**src/rtl/ctrl_seq.sv**
```systemverilog
// Multi-cycle control sequencer: FETCH/DECODE/EXEC/MEM/WB with a two-word LI sequence and a data-mem timeout.
// Optional CTRL_PERF_CNT_EN adds saturating retire_cnt/stall_cnt outputs.
module ctrl_seq #(
    parameter int IW     = 7,
    parameter int OPW    = 3,
    parameter int AOPW   = 3,
    parameter int RDW    = 2,
    parameter int MEM_TO = 15
) (
    input  logic            Clk,
    input  logic            Reset,
    input  logic [IW-1:0]   instr,
    input  logic            instr_valid,
    input  logic            mem_ready,
    input  logic            zero,
    input  logic            halt_req,
    output logic            IRLoad,
    output logic            PCEn,
    output logic            PCSrc,
    output logic            Branch,
    output logic            MemtoReg,
    output logic            MemWrite,
    output logic            ALUSrc,
    output logic            RegWrite,
    output logic            li,
    output logic            sb,
    output logic [AOPW-1:0] ALUOp,
    output logic [RDW-1:0]  RegDst,
    output logic            mem_err,
    output logic            halted
`ifdef CTRL_PERF_CNT_EN
    ,
    output logic [15:0]     retire_cnt,
    output logic [15:0]     stall_cnt
`endif
);

    // state  | meaning
    // FETCH  | wait for instr_valid / halt_req
    // DECODE | LI prefix, LI immediate, or dispatch
    // EXEC   | ALU op or beq resolve
    // MEM    | data-mem access, stalls on mem_ready
    // WB     | register write-back
    // HALT   | parked until reset
    typedef enum logic [2:0] {
        S_FETCH, S_DECODE, S_EXEC, S_MEM, S_WB, S_HALT
    } state_t;

    localparam int WCW = $clog2(MEM_TO + 1);
    localparam logic [OPW-1:0] OP_BEQ = OPW'(1);
    localparam logic [OPW-1:0] OP_SB  = OPW'(2);
    localparam logic [OPW-1:0] OP_LBU = OPW'(3);

    state_t         state, state_nxt;
    logic [IW-1:0]  ir;
    logic           li_pend, li_pend_nxt;
    logic [RDW-1:0] rd_q, rd_nxt;
    logic [WCW-1:0] wait_cnt, wait_nxt;
    logic           mem_err_nxt;
    logic [OPW-1:0] opc;
    logic           is_prefix;

    assign opc       = ir[IW-1 -: OPW];
    assign is_prefix = (ir[IW-1:RDW] == '0);

    always_ff @(posedge Clk or negedge Reset) begin
        if (!Reset) begin
            state    <= S_FETCH;
            ir       <= '0;
            li_pend  <= 1'b0;
            rd_q     <= '0;
            wait_cnt <= '0;
            mem_err  <= 1'b0;
        end else begin
            state    <= state_nxt;
            li_pend  <= li_pend_nxt;
            rd_q     <= rd_nxt;
            wait_cnt <= wait_nxt;
            mem_err  <= mem_err_nxt;
            if (IRLoad) ir <= instr;
        end
    end

    always_comb begin
        state_nxt   = state;
        li_pend_nxt = li_pend;
        rd_nxt      = rd_q;
        wait_nxt    = wait_cnt;
        mem_err_nxt = mem_err;
        IRLoad      = 1'b0;
        PCEn        = 1'b0;
        PCSrc       = 1'b0;
        Branch      = 1'b0;
        MemtoReg    = 1'b0;
        MemWrite    = 1'b0;
        ALUSrc      = 1'b0;
        RegWrite    = 1'b0;
        li          = 1'b0;
        sb          = 1'b0;
        ALUOp       = '1;
        RegDst      = rd_q;
        halted      = 1'b0;
        case (state)
            S_FETCH: begin
                if (halt_req) begin
                    state_nxt = S_HALT;
                end else if (instr_valid) begin
                    IRLoad    = 1'b1;
                    state_nxt = S_DECODE;
                end
            end
            S_DECODE: begin
                if (li_pend) begin
                    ALUSrc      = 1'b1;
                    RegWrite    = 1'b1;
                    ALUOp       = '0;
                    li_pend_nxt = 1'b0;
                    rd_nxt      = '0;
                    PCEn        = 1'b1;
                    state_nxt   = S_FETCH;
                end else if (is_prefix) begin
                    // destination is shown now and held in rd_q until the immediate word retires
                    li          = 1'b1;
                    RegDst      = ir[RDW-1:0];
                    rd_nxt      = ir[RDW-1:0];
                    li_pend_nxt = 1'b1;
                    PCEn        = 1'b1;
                    state_nxt   = S_FETCH;
                end else begin
                    state_nxt = S_EXEC;
                end
            end
            S_EXEC: begin
                ALUOp = AOPW'(opc);
                if (opc == OP_BEQ) begin
                    Branch    = 1'b1;
                    PCEn      = 1'b1;
                    PCSrc     = zero;
                    state_nxt = S_FETCH;
                end else if (opc == OP_SB || opc == OP_LBU) begin
                    state_nxt = S_MEM;
                end else begin
                    state_nxt = S_WB;
                end
            end
            S_MEM: begin
                if (opc == OP_SB) begin
                    MemWrite = 1'b1;
                    sb       = 1'b1;
                end else begin
                    MemtoReg = 1'b1;
                end
                if (mem_ready) begin
                    wait_nxt = '0;
                    if (opc == OP_SB) begin
                        PCEn      = 1'b1;
                        state_nxt = S_FETCH;
                    end else begin
                        state_nxt = S_WB;
                    end
                end else if (wait_cnt == WCW'(MEM_TO)) begin
                    // abandon without retiring; the same instruction is fetched again
                    mem_err_nxt = 1'b1;
                    wait_nxt    = '0;
                    state_nxt   = S_FETCH;
                end else begin
                    wait_nxt = wait_cnt + 1'b1;
                end
            end
            S_WB: begin
                RegWrite  = 1'b1;
                MemtoReg  = (opc == OP_LBU);
                PCEn      = 1'b1;
                state_nxt = S_FETCH;
            end
            S_HALT: begin
                halted = 1'b1;
            end
            default: state_nxt = S_FETCH;
        endcase
    end

`ifdef CTRL_PERF_CNT_EN
    logic stall_evt;
    assign stall_evt = (state == S_FETCH && !instr_valid) || (state == S_MEM && !mem_ready);

    always_ff @(posedge Clk or negedge Reset) begin
        if (!Reset) begin
            retire_cnt <= '0;
            stall_cnt  <= '0;
        end else begin
            if (PCEn && retire_cnt != 16'hFFFF) retire_cnt <= retire_cnt + 16'd1;
            if (stall_evt && stall_cnt != 16'hFFFF) stall_cnt <= stall_cnt + 16'd1;
        end
    end
`endif

endmodule

```
**config.mk**
```make
export PLATFORM = sky130hd
export DESIGN_NAME = ctrl_seq
export DESIGN_NICKNAME = d
export VERILOG_FILES = /design/src/rtl/ctrl_seq.sv
export SDC_FILE = /design/constraint.sdc
export NUM_CORES = 1
export LEC_CHECK = 0
export ABC_CLOCK_PERIOD_IN_PS = 4200
export BUFFER_PORTS_ARGS = -buffer_cell sky130_fd_sc_hd__buf_2
export CAP_MARGIN = 20
export CORE_MARGIN = 2
export CORE_UTILIZATION = 55
export DETAILED_ROUTE_END_ITERATION = 8
export HOLD_SLACK_MARGIN = 0.12
export PLACE_DENSITY_LB_ADDON = 0.15
export SYNTH_ARGS = -nofsm -noshare
export SYNTH_HDL_FRONTEND = slang
export SYNTH_SLANG_ARGS = --single-unit
```
**constraint.sdc**
```tcl
create_clock -name Clk -period 4.2 [get_ports Clk]
set_input_delay 0.21 -clock Clk [delete_from_list [all_inputs] [get_ports Clk]]
set_output_delay 0.21 -clock Clk [all_outputs]
set_load 0.1 [all_outputs]
```
==> flow_metrics.tcl <==
set metrics [dict create \
    cts_buffers 3 \
    cts_root_buf "clkbuf_4" \
    rsz0062_at_grt "false" \
    crit_fanout 15 \
    grt_max_degree 19 \
    synth-simple-area-share_pct 26.4 \
    fmaxAchievable_ghz 0.392 \
    hp-class "input port to flop" \
    synth_mux_area_share_pct 12.2 \
    dp_cells 165 \
    ant_nets 0 \
    worst_setup_path_end_kind "output port" \
    fp.coreArea_um2 1920 \
    synth-compound-area-share_pct 14.4 \
    grt_pass1_vias 875 \
    synth_top_family_by_area "simple AND/OR/NAND/NOR gates" \
    multi_input_area_um2 596 \
    synth_fa_ha_area_share_pct 1.14 \
    drv_slew 0 \
    via_per_inst 5.64 \
    gp_congestion 0.815 \
    drc 0 \
    fill_cells 172 \
    synth.avg_cell_area_um2 9.41 \
    fin_crit_ps 2550 \
    ios 30 \
    synthXorXnorAreaFrac_pct 0 \
    final_cells 170 \
    die_area_um2 2380 \
    first_pass_iters 4 \
    worst_slew_pin_slew_ps 492 \
    final-setup-viol-count 0 \
    synth.distinct_cells 35 \
    placed_area_um2 1240 \
    grt_overflow 0 \
    crit_type "flop to output port" \
    die_w_um 48.7 \
    dp_hpwl_um 1660 \
    cts_tree "built" \
    netlist_instances 117 \
    nNetsFinal 158 \
    timing.final.hold_violations 0 \
    syn2layout_area_growth_pct 16.5 \
    synth_seq_cells 18 \
    finalCritPeriodShare_pct 60.7 \
    finalSetupTns_ps 0 \
    syn_area_um2 1100 \
    die_y_um 48.7 \
    antenna_found_initial 0 \
    htreeDepth 1 \
    start_util_pct 57.3 \
    worst_setup_path_start_kind "flop" \
    grt_usage_pct 22.0 \
    cts_buffer_depth 2 \
    path_clk_slew_ps 110 \
    drive_gt1_share_pct 33.6 \
    yosysSeqAreaShare_pct 40.9 \
    drt_iter0_markers 16 \
    design_area_um2 1280 \
    clkSinkCount 18 \
    fin_skew_ps 8.93 \
    slew_headroom_pct 67.4 \
    post-cts-setup-buffer-count 0 \
    max-cap-violations 0 \
    syn_nets 131 \
    status "finished, final reports clean" \
    arrival_ps 2340 \
    clk-insertion-delay-late_ps 300 \
    critPathRequiredTime_ps 3990 \
    wire_per_inst_um 13.8 \
    diodes 0 \
    rows 16 \
    wirelength_um 2340 \
    dr_total_vias 959 \
    yosysWarnings 0 \
    grt_pass1_wl_um 3980 \
    port_buffers 29 \
    register_area_um2 450 \
]
registers in the layout, summed over array words and instances (netlist names):
signal / cells
rd_q: 2
wait_cnt: 4
state: 3
mem_err: 1
li_pend: 1
ir: 7
what timing repair did:
action / CTS / global route
resized for setup: 0 / 0
hold buffers: 1 / 0
hold endpoints to repair: 18 / 0
kinds of logic after synthesis:
kind of cell             Yosys count
adder cells (fa/ha/maj)            1
buffers and inverters             11
multiplexers                      12
AND/OR/NAND/NOR                   51
AO/OA/AOI/OAI                     24
flip-flops                        18
metal layers:
layer	up-vias	share of wire (%)	global-route usage, %
met2	37	45	33.6
met1	444	45	28.8
met3	9	6.0	3.70
li1	469	-	-
met5	-	0	0
met4	0	3.7	14.3
synthesized netlist by cell type:
cell type  number  area share, %
mux2i_1         1           0.91
o221ai_1        1           0.80
or3b_1          1           0.80
and2_1          3            1.7
nor3b_4         1            1.7
mux2_2         11             11
nor4_1          1           0.57
and3_1          2            1.1
dfrtp_1        18             41
inv_1           3            1.0
nand3_1         3            1.4
nor2_1         13            4.4
a31o_2          2            1.6
nand2_1         9            3.1
nand3b_1        2            1.4
o21bai_1        3            2.0
nor3b_1         2            1.4
a311oi_1        1           0.80
a21o_1          3            2.0
a221o_1         1           0.91
a31oi_1         1           0.57
buf_2           1           0.45
nand2b_1        3            1.7
buf_4           1           0.68
nor2b_1         3            1.7
a21oi_1         3            1.4
nor4b_4         1            2.2
ha_1            1            1.1
clkbuf_2        1           0.45
o21ai_0         7            3.2
clkbuf_1        4            1.4
nor3_1          6            2.7
or3_1           1           0.57
o22ai_1         2            1.1
buf_6           1            1.0
final timing paths:
kind | slack [ps] | end | cells past startpoint | start
hold / removal | 140 | ir[6]$_DFFE_PN0P_ | 2 | instr[6]
hold reg to reg | 470 | mem_err$_DFFE_PN0P_ | 1 | mem_err$_DFFE_PN0P_
setup reg to reg | 2530 | ir[4]$_DFFE_PN0P_ | 3 | state[0]$_DFFE_PN0P_
setup / recovery | 1650 | RegDst[1] | 4 | state[0]$_DFFE_PN0P_
min in group asynchronous | 390 | mem_err$_DFFE_PN0P_ | 2 | Reset
max in group asynchronous | 3520 | rd_q[1]$_DFFE_PN0N_ | 2 | Reset
placed cells by master, fill, tap and decap left out, types with 2 or more instances in the layout:
cell / Yosys / final
a21o_1: 3 / 3
a21oi_1: 3 / 3
a31o_2: 2 / 2
and2_1: 3 / 3
and3_1: 2 / 2
buf_2: 1 / 29
clkbuf_4: 0 / 3
dfrtp_1: 18 / 18
inv_1: 3 / 3
mux2_2: 11 / 11
nand2_1: 9 / 9
nand2b_1: 3 / 3
nand3_1: 3 / 3
nand3b_1: 2 / 2
nor2_1: 13 / 13
nor2b_1: 3 / 3
nor3_1: 6 / 6
nor3b_1: 2 / 2
o21ai_0: 7 / 7
o21bai_1: 3 / 3
o22ai_1: 2 / 2
stage by stage:
| step | setup WS (ps) | hold WS (ps) | utilization, % |
|---|---|---|---|
| after global routing | 1540 | 129 | 66.7 |
| after CTS | 1660 | 128 | 66.7 |
| after global placement | 2070 | 158 | 64.3 |
| after floorplan | 530 | -85.6 | - |
| after detailed placement | 2000 | 160 | 64.3 |
| final | 1650 | 141 | 66.7 |
cell type report:
cell class / instances / area share [%]
Inverter: 3 / 0.878
Clock buffer: 4 / 2.83
Multi-Input combinational cell: 88 / 46.4
Timing Repair Buffer: 30 / 12.1
Sequential cell: 18 / 35.1
Tap cell: 27 / 2.63
worst max-delay path, cell delays in order, from the launching register on:
cell     delay [ps]
dfrtp_1         590
or3b_1          540
nor3b_4         260
mux2_2          350
buf_2           290
Power is not shown: default switching activity piles up to over one toggle a cycle in this logic, so the estimate is an artifact.
